--- src/rtl/godai_pkg.sv ---
// Shared constants for the godai memory arbiter: requester ids and the fixed
// attributes of instruction fetches on the shared port.
package godai_pkg;

    localparam logic       OWNER_INSTR = 1'b0;
    localparam logic       OWNER_DATA  = 1'b1;
    localparam logic [3:0] BE_ALL      = 4'hF;
    localparam logic       WE_RD       = 1'b0;

endpackage

--- src/rtl/godai_arb_owner_fifo.sv ---
// One-bit-wide owner FIFO: remembers which requester owns each granted but
// unanswered transaction so responses can be routed back in order.
module godai_arb_owner_fifo #(
    parameter int DEPTH = 2
) (
    input  logic clk,
    input  logic rst_n,
    input  logic push,
    input  logic pop,
    input  logic din,
    output logic dout,
    output logic full,
    output logic empty
);

    localparam int PTR_W = (DEPTH > 1) ? $clog2(DEPTH) : 1;
    localparam int CNT_W = $clog2(DEPTH + 1);
    localparam logic [PTR_W-1:0] LAST_PTR = PTR_W'(DEPTH - 1);
    localparam logic [CNT_W-1:0] CNT_FULL = CNT_W'(DEPTH);

    logic [DEPTH-1:0] slots;
    logic [PTR_W-1:0] wr_ptr;
    logic [PTR_W-1:0] rd_ptr;
    logic [CNT_W-1:0] count;
    logic             do_push;
    logic             do_pop;

    assign full    = (count == CNT_FULL);
    assign empty   = (count == '0);
    assign do_push = push & ~full;
    assign do_pop  = pop & ~empty;
    assign dout    = slots[rd_ptr];

    // NOTE: state registers use non-blocking assignments so every flop samples pre-edge values.
    always_ff @(posedge clk or negedge rst_n) begin
        if (!rst_n) begin
            wr_ptr <= '0;
            rd_ptr <= '0;
            count  <= '0;
        end else begin
            if (do_push) wr_ptr <= (wr_ptr == LAST_PTR) ? '0 : wr_ptr + 1'b1;
            if (do_pop)  rd_ptr <= (rd_ptr == LAST_PTR) ? '0 : rd_ptr + 1'b1;
            case ({do_push, do_pop})
                2'b10:   count <= count + 1'b1;
                2'b01:   count <= count - 1'b1;
                default: count <= count;
            endcase
        end
    end

    // NOTE: slot storage is not reset; slots are only read once count marks them valid.
    always_ff @(posedge clk) begin
        if (do_push) slots[wr_ptr] <= din;
    end

endmodule

--- src/rtl/godai_mem_arbiter.sv ---
// Round-robin arbiter sharing one single-port memory between the instruction and
// data req/gnt/rvalid interfaces, with address-phase locking and in-order responses.
module godai_mem_arbiter
    import godai_pkg::*;
#(
    parameter int ADDR_WIDTH      = 32,
    parameter int DATA_WIDTH      = 32,
    parameter int MAX_OUTSTANDING = 2
) (
    input  logic                  clk,
    input  logic                  rst_n,
    input  logic                  instr_req_i,
    output logic                  instr_gnt_o,
    output logic                  instr_rvalid_o,
    input  logic [ADDR_WIDTH-1:0] instr_addr_i,
    output logic [DATA_WIDTH-1:0] instr_rdata_o,
    input  logic                  data_req_i,
    output logic                  data_gnt_o,
    output logic                  data_rvalid_o,
    input  logic                  data_we_i,
    input  logic [3:0]            data_be_i,
    input  logic [ADDR_WIDTH-1:0] data_addr_i,
    input  logic [DATA_WIDTH-1:0] data_wdata_i,
    output logic [DATA_WIDTH-1:0] data_rdata_o,
    output logic                  data_err_o,
    output logic                  mem_req_o,
    input  logic                  mem_gnt_i,
    input  logic                  mem_rvalid_i,
    output logic                  mem_we_o,
    output logic [3:0]            mem_be_o,
    output logic [ADDR_WIDTH-1:0] mem_addr_o,
    output logic [DATA_WIDTH-1:0] mem_wdata_o,
    input  logic [DATA_WIDTH-1:0] mem_rdata_i,
    input  logic                  mem_err_i
);

    logic last_gnt;
    logic lock_valid;
    logic lock_id;
    logic lock_hold;
    logic winner;
    logic handshake;
    logic fifo_full;
    logic fifo_empty;
    logic fifo_head;
    logic rvalid_stray;
    logic resp_pop;

    // A stalled address phase keeps the port as long as its owner keeps requesting.
    assign lock_hold = lock_valid & ((lock_id == OWNER_DATA) ? data_req_i : instr_req_i);

    // NOTE: every output of this block is assigned first, so no latch is inferred.
    always_comb begin
        winner = OWNER_INSTR;
        if (lock_hold)                      winner = lock_id;
        else if (instr_req_i && data_req_i) winner = ~last_gnt;
        else if (data_req_i)                winner = OWNER_DATA;
    end

    assign mem_req_o   = rst_n & (instr_req_i | data_req_i) & ~fifo_full;
    assign handshake   = mem_req_o & mem_gnt_i;
    assign instr_gnt_o = handshake & (winner == OWNER_INSTR);
    assign data_gnt_o  = handshake & (winner == OWNER_DATA);

    always_comb begin
        mem_we_o    = WE_RD;
        mem_be_o    = '0;
        mem_addr_o  = '0;
        mem_wdata_o = '0;
        if (mem_req_o) begin
            if (winner == OWNER_DATA) begin
                mem_we_o    = data_we_i;
                mem_be_o    = data_be_i;
                mem_addr_o  = data_addr_i;
                mem_wdata_o = data_wdata_i;
            end else begin
                mem_be_o    = BE_ALL;
                mem_addr_o  = instr_addr_i;
            end
        end
    end

    always_ff @(posedge clk or negedge rst_n) begin
        if (!rst_n) begin
            last_gnt   <= OWNER_INSTR;
            lock_valid <= 1'b0;
            lock_id    <= OWNER_INSTR;
        end else if (handshake) begin
            last_gnt   <= winner;
            lock_valid <= 1'b0;
        end else if (mem_req_o) begin
            lock_valid <= 1'b1;
            lock_id    <= winner;
        end
    end

    // Responses with no recorded owner are protocol violations and are dropped.
    assign rvalid_stray = rst_n & mem_rvalid_i & fifo_empty;
    assign resp_pop     = rst_n & mem_rvalid_i & ~rvalid_stray;

    assign instr_rvalid_o = resp_pop & (fifo_head == OWNER_INSTR);
    assign data_rvalid_o  = resp_pop & (fifo_head == OWNER_DATA);
    assign data_err_o     = data_rvalid_o & mem_err_i;
    assign instr_rdata_o  = {DATA_WIDTH{rst_n}} & mem_rdata_i;
    assign data_rdata_o   = {DATA_WIDTH{rst_n}} & mem_rdata_i;

    godai_arb_owner_fifo #(
        .DEPTH (MAX_OUTSTANDING)
    ) u_owner_fifo (
        .clk   (clk),
        .rst_n (rst_n),
        .push  (handshake),
        .pop   (resp_pop),
        .din   (winner),
        .dout  (fifo_head),
        .full  (fifo_full),
        .empty (fifo_empty)
    );

`ifdef GODAI_ARB_ASSERT
    always_ff @(posedge clk) begin
        if (rst_n) assert (!rvalid_stray) else $error("mem_rvalid_i with no outstanding transaction");
    end
`endif

endmodule
--- config.mk ---
export PLATFORM = sky130hd
export DESIGN_NAME = godai_mem_arbiter
export DESIGN_NICKNAME = d
export VERILOG_FILES = /design/src/rtl/godai_pkg.sv /design/src/rtl/godai_arb_owner_fifo.sv /design/src/rtl/godai_mem_arbiter.sv
export SDC_FILE = /design/constraint.sdc
export NUM_CORES = 1
export LEC_CHECK = 0
export BUFFER_PORTS_ARGS = -buffer_cell sky130_fd_sc_hd__buf_2
export CAP_MARGIN = 5
export CORE_AREA = 2 2 109 111
export DETAILED_ROUTE_END_ITERATION = 16
export DIE_AREA = 0 0 111 113
export SYNTH_ARGS = -nofsm -noshare
export SYNTH_HDL_FRONTEND = slang
export SYNTH_SLANG_ARGS = --single-unit
--- constraint.sdc ---
create_clock -name clk -period 2.5 [get_ports clk]
set_input_delay 0.125 -clock clk [delete_from_list [all_inputs] [get_ports clk]]
set_output_delay 0.125 -clock clk [all_outputs]
set_load 0.01 [all_outputs]
==> results.cfg <==
[timing]
tightest_slew_ps = 401
fmax_ghz = 0.486
rsz0062_at_grt = no
worst_slack_ps = 440
period_share_pct = 82.4
slew_viol_final = 0
max_slew_margin_pct = 73.2
hold_viol = 0
fin_setup_tns_ps = 0
finalSetupViolCount = 0
period_minus_slack_ps = 2060
skew_ps = 1.88

[yosys]
synth_cells = 264
syn_area_um2 = 1840
ys_seq_area_share_pct = 12.8
synth.avg_cell_area_um2 = 6.99
syn-num-nets = 405
ys_types = 29
yosysWarnings = 0
synth-seq-cells = 9

[clock_network]
cts_buffers = 3
insertion_delay_ps = 230
cts_setup_buffers = 0
clock-sinks = 9
cts.clk_slew.worst_paths_ps = 40
clockBufferDepth = 2
htree_num_levels = 1
root_buffer = clkbuf_16
cts_tree = built

[routing]
dr.pass1.iters = 4
wl_per_cell_um = 12.4
drtAntennaViolNets = 0
drtIter0Drc = 86
viasPerCell = 4.21
drcViolationCount = 0
drt_wl_total_um = 7850
via_count = 2673

[critical_path]
endpoint_kind = primary output
arrival_ps = 1930
cp_common_cell = buf_2
cp_max_fo = 104
critical_path.startpoint_type = primary input
crit_path_cell_trace = dlygate4sd3_1 > buf_2 > o21ai_2 > nor2_4 > buf_12 > nand4_1 > o21ai_1 > buf_2
required_ps = 2380
cp_slowest_cell = dlygate4sd3_1
cpPeakStageDelay_ps = 520
critical_path_class = in -> out

[finish]
ff_latch_area_um2 = 235
areaGrowthSynthToFinish_pct = 70.1
stdcell_count = 635
n_fill_cell = 1272
antennaDiodeCount = 0
nets = 634
drive_above_1_share_pct = 61.6
multi_input_area_um2 = 1170

[placement]
port_buffers = 278
post-place-cells = 630
pre_cts_ws_ps = 794
place.gp.congestion = 0.773
dp_hpwl_um = 6610

[global_route]
grt_max_degree = 105
grt_pass1_wl_um = 12000
grt_usage_pct = 11.4
antenna_found_initial = 0
grt_overflow_total = 0
grt_pass1_vias = 2462

[floorplanning]
top_level_ports = 279
core_area_um2 = 11300
fp.dieH_um = 113
fp.dieW_um = 111
num_rows = 39
start_util_pct = 16.4
die_area_um2 = 12500

[run_status]
status = finished, final reports clean

[job]
drv_cap = 0

[power]
pwr_density_cell_nw_per_um2 = 522
ir_worst_vdd_mv = 0.418
power.leakage_nw = 1.94

[hold_path]
hold_class = in -> async
-- cells by family after synthesis --
family	count (synthesis)	share of synthesized area, %
AO/OA/AOI/OAI	40	14.1
XOR/XNOR	5	2.37
multiplexers	3	1.76
buffers and inverters	62	23.6
flip-flops	9	12.8
AND/OR/NAND/NOR	144	44.7
adder cells (fa/ha/maj)	1	0.678
-- layout make-up --
cell class,instances,area share [%]
repair buffers,284,46.7
flip-flops and latches,9,7.50
clock buffers,4,2.51
multi-input cells,193,37.4
well taps,143,5.70
inverters,2,0.239
-- metrics by stage --
step / hold slack, ps / util (%) / total power (W) / area [µm²]
after global placement: -11.2 / 27.1 / 0.00136 / 3050
after CTS: 289 / 27.8 / 0.00166 / 3140
after global routing: 300 / 27.8 / 0.00178 / 3140
after floorplan: -171 / - / 0.00104 / 1840
final: 280 / 27.8 / 0.00164 / 3140
after detailed placement: -12.2 / 27.1 / 0.00137 / 3050
-- layout by cell type, fill, tap and decap left out, drive strengths merged --
cell type	instances
o21a	5
xnor2	4
inv	2
nand4	32
edfxtp	2
mux2i	1
and3	34
and2	33
o21ai	34
dlygate4sd3	1
nor2b	4
nand2	34
ha	1
buf	283
xor2	1
o211ai	1
nor3	1
mux2	2
nor2	6
clkbuf	4
dfrtp	7
-- critical path: cells and delay by family --
kind / cells / cell delay (ps)
and+or+nand+nor: 2 / 300
AOI/OAI and AO/OA: 2 / 230
buffers and inverters: 4 / 1220
-- Yosys cell counts --
cell      instances  area (µm²)
nor2_4            1        11.3
buf_4            33         248
mux2i_1           1        10.0
o21ai_2           9        78.8
inv_1             1        3.75
buf_2             9        45.0
nand2_4           1        11.3
and2_1           33         206
nand2_2           1        6.26
inv_2             1        3.75
xnor2_1           4        35.0
buf_6             9         101
nand2_1          32         120
o21a_1            5        37.5
and3_1           34         213
edfxtp_1          2        60.1
o211ai_1          1        7.51
ha_1              1        12.5
nand4_1          32         200
nor2b_4           1        13.8
mux2_2            2        22.5
o21ai_4           1        16.3
nor2_1            5        18.8
xor2_1            1        8.76
nor3_1            1        5.00
nor2b_1           3        18.8
clkbuf_1          9        33.8
o21ai_1          24         120
dfrtp_1           7         175
-- metal layers --
layer / wire [µm] / track usage, %
met1: 3070 / 13.1
met4: 12 / 0.750
met5: 0 / 0
met2: 3990 / 21.7
met3: 776 / 3.48
-- path summary, 6_finish.rpt --
path / startpoint / end / slack (ps) / cells after the start
max in group asynchronous: rst_n / u_owner_fifo.rd_ptr$_DFFE_PN0P_ / 1740 / 3
min in group clk: mem_gnt_i / u_owner_fifo.wr_ptr$_DFFE_PN0P_ / 300 / 3
setup / recovery: rst_n / mem_addr_o[17] / 440 / 8
setup reg to reg: u_owner_fifo.count[0]$_DFFE_PN0P_ / u_owner_fifo.count[1]$_DFFE_PN0P_ / 870 / 6
hold reg to reg: u_owner_fifo.count[1]$_DFFE_PN0P_ / u_owner_fifo.count[1]$_DFFE_PN0P_ / 490 / 1
hold / removal: rst_n / u_owner_fifo.count[1]$_DFFE_PN0P_ / 280 / 2
-- sequential cells by signal, indices dropped and copies added, names as in the netlist --
| signal | cells |
|---|---|
| last_gnt | 1 |
| lock_id | 1 |
| u_owner_fifo.slots | 2 |
| u_owner_fifo.count | 2 |
| lock_valid | 1 |
| u_owner_fifo.rd_ptr | 1 |
| u_owner_fifo.wr_ptr | 1 |
-- power breakdown --
| part | switching, W | internal, W | total, W |
|---|---|---|---|
| logic | 0.000626 | 0.000467 | 0.00109 |
| clock network | 0.0000669 | 0.000213 | 0.000280 |
| registers | 0.0000524 | 0.000215 | 0.000267 |
-- timing repair --
| item | 4_1_cts | 5_1_grt |
|---|---|---|
| hold endpoints to repair | 6 | 0 |
| gates resized for setup | 0 | 0 |
| hold buffers | 1 | 0 |
No activity file was read; power rests on OpenSTA's default activity.
